$ cat src/rtl/plab4_net_tdm_pkg.sv
// rtl/plab4_net_tdm_pkg.sv - shared constants and helpers for the TDM output-port arbiter
package plab4_net_tdm_pkg;

  localparam logic DOMAIN_D1 = 1'b0;
  localparam logic DOMAIN_D2 = 1'b1;

  localparam int NUM_IN_PORTS = 3;

  localparam logic [NUM_IN_PORTS-1:0] PRIO_RESET = 3'b001;

  // Next input-port index in round-robin order, wrapping 2 -> 0
  function automatic logic [1:0] next_port(input logic [1:0] port);
    return (port == 2'd2) ? 2'd0 : port + 2'd1;
  endfunction

  // One-hot rotate left by one position (3'b100 -> 3'b001)
  function automatic logic [NUM_IN_PORTS-1:0] rotl1(input logic [NUM_IN_PORTS-1:0] v);
    return {v[NUM_IN_PORTS-2:0], v[NUM_IN_PORTS-1]};
  endfunction

endpackage

$ cat src/rtl/plab4_net_rr_prio_arb3.sv
// rtl/plab4_net_rr_prio_arb3.sv - combinational 3-input round-robin arbiter with one-hot priority
module plab4_net_rr_prio_arb3
  import plab4_net_tdm_pkg::*;
(
  input  logic [NUM_IN_PORTS-1:0] i_reqs,
  input  logic [NUM_IN_PORTS-1:0] i_prio,
  output logic [NUM_IN_PORTS-1:0] o_grants
);

  logic [1:0] w_idx0;
  logic [1:0] w_idx1;
  logic [1:0] w_idx2;

  // Convert the one-hot priority into the index where the search starts
  always_comb begin
    w_idx0 = 2'd0;
    if (i_prio[1]) begin
      w_idx0 = 2'd1;
    end else if (i_prio[2]) begin
      w_idx0 = 2'd2;
    end
  end

  assign w_idx1 = next_port(w_idx0);
  assign w_idx2 = next_port(w_idx1);

  // Grant the first requester found walking upward from the priority position
  always_comb begin
    o_grants = '0;
    if (i_reqs[w_idx0]) begin
      o_grants[w_idx0] = 1'b1;
    end else if (i_reqs[w_idx1]) begin
      o_grants[w_idx1] = 1'b1;
    end else if (i_reqs[w_idx2]) begin
      o_grants[w_idx2] = 1'b1;
    end
  end

endmodule

$ cat src/rtl/plab4_net_router_tdm_out_arb.sv
// rtl/plab4_net_router_tdm_out_arb.sv - per-output-port arbiter with a fixed TDM domain schedule
module plab4_net_router_tdm_out_arb
  import plab4_net_tdm_pkg::*;
#(
  parameter int p_slot_cycles  = 4,
  parameter int p_guard_cycles = 0
)(
  input  logic                    clk,
  input  logic                    reset,
  input  logic [NUM_IN_PORTS-1:0] reqs_d0,
  input  logic [NUM_IN_PORTS-1:0] reqs_d1,
  input  logic                    out_rdy,
  output logic [NUM_IN_PORTS-1:0] grants,
  output logic                    grant_val,
  output logic                    domain
);

  localparam int c_slot_nbits = $clog2(p_slot_cycles + 1);

  // Counter width has one spare value so the guard start equals p_slot_cycles when there is no guard
  localparam logic [c_slot_nbits-1:0] C_SLOT_LAST   = c_slot_nbits'(p_slot_cycles - 1);
  localparam logic [c_slot_nbits-1:0] C_GUARD_START = c_slot_nbits'(p_slot_cycles - p_guard_cycles);

  logic                    r_domain_q;
  logic [c_slot_nbits-1:0] r_slot_cnt_q;
  logic [NUM_IN_PORTS-1:0] r_prio_d0_q;
  logic [NUM_IN_PORTS-1:0] r_prio_d1_q;

  logic [NUM_IN_PORTS-1:0] w_reqs;
  logic [NUM_IN_PORTS-1:0] w_prio;
  logic [NUM_IN_PORTS-1:0] w_arb_grants;
  logic [NUM_IN_PORTS-1:0] w_grants;
  logic                    w_guard;

  // Slot counter and domain owner advance on every cycle regardless of traffic
  always_ff @(posedge clk or posedge reset) begin
    if (reset) begin
      r_slot_cnt_q <= '0;
      r_domain_q   <= DOMAIN_D1;
    end else if (r_slot_cnt_q == C_SLOT_LAST) begin
      r_slot_cnt_q <= '0;
      r_domain_q   <= ~r_domain_q;
    end else begin
      r_slot_cnt_q <= r_slot_cnt_q + 1'b1;
    end
  end

  assign w_guard = (r_slot_cnt_q >= C_GUARD_START);

  // Only the slot owner's requests and priority reach the shared arbiter
  always_comb begin
    w_reqs = reqs_d0;
    w_prio = r_prio_d0_q;
    if (r_domain_q == DOMAIN_D2) begin
      w_reqs = reqs_d1;
      w_prio = r_prio_d1_q;
    end
  end

  plab4_net_rr_prio_arb3 u_arb (
    .i_reqs   (w_reqs),
    .i_prio   (w_prio),
    .o_grants (w_arb_grants)
  );

  // Suppress grants during reset, backpressure and the guard tail of the slot
  always_comb begin
    w_grants = w_arb_grants;
    if (reset || !out_rdy || w_guard) begin
      w_grants = '0;
    end
  end

  // Winner moves to lowest priority; only the domain that issued the grant updates
  always_ff @(posedge clk or posedge reset) begin
    if (reset) begin
      r_prio_d0_q <= PRIO_RESET;
      r_prio_d1_q <= PRIO_RESET;
    end else if (|w_grants) begin
      if (r_domain_q == DOMAIN_D2) begin
        r_prio_d1_q <= rotl1(w_grants);
      end else begin
        r_prio_d0_q <= rotl1(w_grants);
      end
    end
  end

  assign grants    = w_grants;
  assign grant_val = |w_grants;
  assign domain    = r_domain_q;

endmodule

$ cat config.mk
export PLATFORM = sky130hd
export DESIGN_NAME = plab4_net_router_tdm_out_arb
export DESIGN_NICKNAME = d
export VERILOG_FILES = /design/src/rtl/plab4_net_tdm_pkg.sv /design/src/rtl/plab4_net_rr_prio_arb3.sv /design/src/rtl/plab4_net_router_tdm_out_arb.sv
export SDC_FILE = /design/constraint.sdc
export NUM_CORES = 1
export LEC_CHECK = 0
export ABC_AREA = 1
export BUFFER_PORTS_ARGS = -buffer_cell sky130_fd_sc_hd__buf_4
export CAP_MARGIN = 10
export CORE_AREA = 4 4 41 43
export CTS_CLUSTER_SIZE = 16
export DETAILED_ROUTE_END_ITERATION = 16
export DIE_AREA = 0 0 45 47
export PLACE_DENSITY_LB_ADDON = 0.12
export RECOVER_POWER = 100
export SYNTH_ARGS = -nofsm -noshare
export SYNTH_HDL_FRONTEND = slang
export SYNTH_SLANG_ARGS = --single-unit
$ cat constraint.sdc
create_clock -name clk -period 3.9 [get_ports clk]
set_input_delay 0.585 -clock clk [delete_from_list [all_inputs] [get_ports clk]]
set_output_delay 0.585 -clock clk [all_outputs]
set_load 0.02 [all_outputs]
# Yosys cells after proc, flatten, opt, wreduce, memory -nomap -nowiden
# Cells that the tools add are included.
[word_totals]
inputBits = 9
register_bits = 10
output_inout_bits = 5
word_cells = 50
[classes]
n_reduce_logical = 9
n_eq_ne = 3
muxes = 23
bitwise_logic = 1
magnitude_cmp = 7
n_addsub = 3
[ops]
columns = ["cell", "n"]
rows = [
  ["3-bit 2-to-1 mux", 7],
  ["2-bit by 3-bit < comparator with 1-bit output, second input constant", 3],
  ["2-bit 2-to-1 mux", 4],
  ["1-bit binary-select mux with 2-bit select", 3],
  ["1-bit demux with 2-bit select", 3],
  ["2-bit by 1-bit >= comparator with 1-bit output, second input constant", 3],
  ["1-bit 2-to-1 mux", 6],
  ["2-bit by 1-bit adder with 2-bit output, second input constant", 2],
  ["2-bit == test, second input constant", 2],
  ["2-bit AND reduction", 2],
  ["3-bit by 1-bit adder with 3-bit output, second input constant", 1],
  ["3-bit by 2-bit == test with 1-bit output, second input constant", 1],
  ["3-bit >= comparator, second input constant", 1],
  ["1-bit logical AND", 3],
  ["3-bit OR reduction", 1],
  ["1-bit logical OR", 2],
  ["1-bit logical NOT", 1],
  ["1-bit inverter", 1],
]

# Logic depth before layout (Yosys ltp)
[depth]
ltp_word = 17
mapped_depth = 13
depth_no_buf = 12

# Cells and area by module
# From an unflattened synthesis, not the netlist that was laid out.
[hier_totals]
cells_unflattened = 96
hier_area_um2 = 623.1
[by_module_without_submodules]
columns = ["mod", "instances", "area_per_inst_um2", "cells_each", "seq_area_each_um2"]
rows = [
  ["plab4_net_router_tdm_out_arb", 1, 510.5, 69, 252.7],
  ["plab4_net_rr_prio_arb3", 1, 112.6, 27, 0.0],
]

# Worst setup path after synthesis
# Ideal clock, no wire load.
[synth_path]
path_kind = "register to output"
startpoint = "reg r_domain_q, in the netlist domain"
endpoint = "out grants[0]"
required_time_ps = 3315
arrival_time_ps = 1392
stages_incl_launch_ff = 11
path_slack_ps = 1923
path_buffers = 1
path_cell_list = "dfrtp_1 > buf_6 > nand2_1 > inv_2 > nor2_2 > nand2_2 > nand3_2 > nand2_1 > nand2_1 > nand2_2 > inv_1"
[synth_between]
elab_chain_len = 15
elab_cells_between_ends = 35
classes_between = "add/sub: 2; order compare: 6; eq/ne: 2; mux: 22; reduce/logical: 3"
[synth_rtl]
columns = ["item", "line", "source"]
rows = [
  ["start, declared", "plab4_net_router_tdm_out_arb.sv:24", "logic r_domain_q;"],
  ["start signal, assigned", "plab4_net_router_tdm_out_arb.sv:42", "r_domain_q <= ~r_domain_q;"],
  ["3-bit 2-to-1 mux", "plab4_net_router_tdm_out_arb.sv:54", "if (r_domain_q == DOMAIN_D2) begin"],
  ["2-bit 2-to-1 mux", "plab4_net_rr_prio_arb3.sv:19", "end else if (i_prio[2]) begin"],
  ["2-bit 2-to-1 mux", "plab4_net_rr_prio_arb3.sv:17", "if (i_prio[1]) begin"],
  ["2-bit by 1-bit adder with 2-bit output or 2-bit == test (tied branches)", "plab4_net_tdm_pkg.sv:13", "return (port == 2'd2) ? 2'd0 : port + 2'd1;"],
  ["2-bit 2-to-1 mux", "plab4_net_tdm_pkg.sv:13", ""],
  ["2-bit by 1-bit adder with 2-bit output or 2-bit == test (tied branches)", "plab4_net_tdm_pkg.sv:13", ""],
  ["2-bit 2-to-1 mux", "plab4_net_tdm_pkg.sv:13", ""],
  ["2-bit by 3-bit < comparator with 1-bit output (not written as such) or 2-bit by 1-bit >= comparator with 1-bit output (tied branches)", "plab4_net_rr_prio_arb3.sv:35", "o_grants[w_idx2] = 1'b1;"],
  ["1-bit logical AND (not written as such)", "plab4_net_rr_prio_arb3.sv:35", ""],
  ["1-bit 2-to-1 mux (not written as such)", "plab4_net_rr_prio_arb3.sv:35", ""],
  ["1-bit demux with 2-bit select", "n/a", ""],
  ["3-bit 2-to-1 mux", "plab4_net_rr_prio_arb3.sv:34", "end else if (i_reqs[w_idx2]) begin"],
  ["3-bit 2-to-1 mux", "plab4_net_rr_prio_arb3.sv:32", "end else if (i_reqs[w_idx1]) begin"],
  ["3-bit 2-to-1 mux (*)", "plab4_net_rr_prio_arb3.sv:30", "if (i_reqs[w_idx0]) begin"],
  ["3-bit 2-to-1 mux (*)", "plab4_net_router_tdm_out_arb.sv:69", "if (reset || !out_rdy || w_guard) begin"],
  ["end, declared", "plab4_net_router_tdm_out_arb.sv:13", "output logic [NUM_IN_PORTS-1:0] grants,"],
]
# Mark *: on every way between the ends. The rest lies on a longest branch, timed or not. The select of a mux whose other input is x is not followed.

# Final worst setup path
[layout_path]
startpoint = "reg r_domain_q, in the netlist domain"
endpoint = "out grant_val"
[layout_between]
elab_chain_len = 16
elab_cells_between_ends = 36
classes_between = "add/sub: 2; order compare: 6; eq/ne: 2; mux: 22; reduce/logical: 4"
[layout_rtl]
columns = ["item", "line", "source"]
rows = [
  ["3-bit 2-to-1 mux", "plab4_net_router_tdm_out_arb.sv:54", ""],
  ["2-bit 2-to-1 mux", "plab4_net_rr_prio_arb3.sv:19", ""],
  ["2-bit 2-to-1 mux", "plab4_net_rr_prio_arb3.sv:17", ""],
  ["2-bit by 1-bit adder with 2-bit output or 2-bit == test (tied branches)", "plab4_net_tdm_pkg.sv:13", ""],
  ["2-bit 2-to-1 mux", "plab4_net_tdm_pkg.sv:13", ""],
  ["2-bit by 1-bit adder with 2-bit output or 2-bit == test (tied branches)", "plab4_net_tdm_pkg.sv:13", ""],
  ["2-bit 2-to-1 mux", "plab4_net_tdm_pkg.sv:13", ""],
  ["2-bit by 3-bit < comparator with 1-bit output (not written as such) or 2-bit by 1-bit >= comparator with 1-bit output (tied branches)", "plab4_net_rr_prio_arb3.sv:35", ""],
  ["1-bit logical AND (not written as such)", "plab4_net_rr_prio_arb3.sv:35", ""],
  ["1-bit 2-to-1 mux (not written as such)", "plab4_net_rr_prio_arb3.sv:35", ""],
  ["1-bit demux with 2-bit select", "n/a", ""],
  ["3-bit 2-to-1 mux", "plab4_net_rr_prio_arb3.sv:34", ""],
  ["3-bit 2-to-1 mux", "plab4_net_rr_prio_arb3.sv:32", ""],
  ["3-bit 2-to-1 mux (*)", "plab4_net_rr_prio_arb3.sv:30", ""],
  ["3-bit 2-to-1 mux (*)", "plab4_net_router_tdm_out_arb.sv:69", ""],
  ["3-bit OR reduction (*)", "plab4_net_router_tdm_out_arb.sv:89", "assign grant_val = |w_grants;"],
  ["end, declared", "plab4_net_router_tdm_out_arb.sv:14", "output logic grant_val,"],
]
# Marked as above.

==> key figures <==
Clock network
  – CTS tree: done
  – Clock Latency Late Sink: 240 ps
  – Cts hold-fix bufs: 0
  – CTS buffer count: 3
  – CTS clock-pin slew for the worst setup and hold paths: 50 ps
  – CTS max path bufs: 2
  – Post-CTS setup buffer count: 0
  – Sink Count: 8
  – Root Buffer Master: clkbuf_4
  – Resized Gates After CTS: 0
  – CTS H-tree lvls: 1

Yosys
  – Synth unique cells: 16
  – Post-synth top area share: 32.1%
  – Ranking of synthesized cells by area: dfrtp_1 (32%), nand2_1 (20%), inv_1 (12%)
  – EDFF count, synth: 0
  – Mapped Area: 624 um2
  – Seq/Total Area, Yosys: 32.1%
  – Post-synthesis cell count: 95
  – Largest area contributor in the netlist: dfrtp_1
  – Most frequent cells after synthesis: nand2_1 (34), inv_1 (20), dfrtp_1 (8), nand2_2 (8), nor2_1 (7)
  – Top_reg_cell synth: dfrtp_1
  – #FFs+latches synth: 8
  – Most frequent cell after synthesis: nand2_1
  – Fraction of registers with async set/reset: 100%
  – Avg Cell Area, Syn: 6.57 um2
  – Syn Nets: 105
  – Yosys warnings: 0

Placement
  – Dpl ws: 1580 ps
  – Cell Area, Placed: 729 um2
  – Gpl congestion: 0.820
  – Port Buffers: 13
  – DP HPWL: 998 um

Floorplan
  – Std-Cell Rows: 13
  – Die area: 2120 um2
  – Starting Density: 48.0%
  – Core Area: 1300 um2
  – Ports: 14
  – Die X: 45 um
  – Die Ht: 47 um

Timing
  – Final Skew: 5.08 ps
  – Measured slew at the worst slew-check pin: 481 ps
  – Setup TNS: 0 ps
  – Max transition margin: 67.9%
  – Final setup viols: 0
  – Slew Viols, Final: 0
  – Hold WS: 294 ps
  – Hold Fails Final Rpt: 0
  – Fmax: 0.346 GHz
  – Fin crit period: 2890 ps
  – RSZ-0062 raised after global routing: no
  – Final setup margin: 1010 ps
  – Final Cycle Share: 74.1%

Power and ir drop
  – PwrDens: 498 nW/um2
  – Worst vdd ir: 248 uV
  – Leakage power: 0.459 nW
  – Power Total: 0.353 mW

Global route
  – Global route overflow: 0
  – GRT Total Usage: 13.7%
  – Pin count of the biggest net entering global routing: 15
  – M3 GR Usage: 1.15%
  – Initial antenna violation count: 0
  – First-pass GRT wire length: 2.14 mm
  – Number of global-route vias before repair: 540
  – M2 GR Usage: 22.3%
  – Grt met1 use: 18.1%
  – Grt peak-use layer: met2

Critical path
  – CP Class: flip-flop to output pin
  – Crit. End Element: output pin
  – Cell depth of the worst flop-to-flop path: 11
  – CP arrival: 2310 ps
  – Crit start category: flip-flop
  – Worst Path Required: 3310 ps
  – Crit Path Max Fanout: 14

Route
  – WL/cell: 9.91 um
  – ANT nets after route: 0
  – Vias per cell: 4.53
  – Total Wirelength: 1.24 mm
  – Total iterations of the first detailed-routing run: 2
  – Drt initial violations: 7
  – Drc violations: 0
  – Vias: 566

Finish
  – Post-route design area: 709 um2
  – Fillers: 145
  – Synthesis-to-layout area growth: 13.6%
  – Fin nets: 122
  – Layout cells sized above 1: 20.9%
  – # diodes: 0

Worst hold path
  – Hold WC Path Type: input pin to asynchronous set/reset pin

Run
  – Maxcap violations: 0

Status
  – Outcome: finished clean
[cells by family (layout without fill, tap and decap cells)]
kind of cell	after synthesis	after routing	synth area share, %
AND/OR/NAND/NOR	60	60	47.3
buffers and inverters	23	38	15.0
flip-flops	8	8	32.1
AO/OA/AOI/OAI	2	2	2.20
adder cells (fa/ha/maj)	1	1	2.00
XOR/XNOR	1	1	1.40
[where the power goes]
| part | switching, mW | leakage (nW) | internal, mW |
|---|---|---|---|
| sequential | 0.0128 | 0.103 | 0.102 |
| combinational | 0.114 | 0.343 | 0.0644 |
| clock | 0.0249 | 0.0138 | 0.0350 |
| total | 0.152 | 0.459 | 0.201 |
[per-stage QoR]
stage,utilization (%),instances
after CTS,57.8,125
after floorplan,-,95
after global routing,54.5,125
final,54.5,125
after global placement,56.1,122
after detailed placement,56.1,122
[critical path, stage by stage (launching register included)]
cell and delay (ps):
dfrtp_1 640, inv_1 290, nand2_1 110, nand2_1 140, nand3_1 170, nand3_1 140
nand2_1 90, nand2_1 50, nand2_1 80, nand3_1 150, buf_4 200
[worst paths after layout]
check,startpoint,endpoint,slack [ps]
setup / recovery,domain$_DFFE_PP0P_,grant_val,1010
hold / removal,reset,r_slot_cnt_q[0]$_DFF_PP0_,290
setup reg to reg,domain$_DFFE_PP0P_,r_prio_d1_q[1]$_DFFE_PP0P_,1760
hold reg to reg,r_slot_cnt_q[0]$_DFF_PP0_,r_slot_cnt_q[0]$_DFF_PP0_,440
max in group asynchronous,reset,r_prio_d0_q[2]$_DFFE_PP0P_,3360
min in group clk,r_slot_cnt_q[0]$_DFF_PP0_,r_slot_cnt_q[0]$_DFF_PP0_,440
[per-layer routing]
layer	routed length, um	share of wire [%]
met1	612	49
met2	568	46
met3	46	3.7
met4	10	0.81
met5	0	0
[layout make-up]
cell class	instances	area [um2]	area share (%)
well taps	15	18.8	2.65
multi-input cells	64	295	41.6
inverters	22	82.6	11.6
repair buffers	13	90.1	12.7
flip-flops and latches	8	200	28.2
clock buffers	3	22.5	3.17
[cells in the final DEF (no fill, tap or decap), types with 2 or more instances in the layout]
master    count
nand3_1       7
dfrtp_1       8
nand2_1      37
nand2_2       5
inv_1        21
clkbuf_4      4
clkbuf_1      2
buf_4        10
nor2_1        7
nand4_1       2
[sequential cells by signal, summed over array words and instances (netlist names)]
signal and flops:
r_prio_d1_q 2, r_slot_cnt_q 3, domain 1, r_prio_d0_q 2
Power figures use the tool's default switching activity.
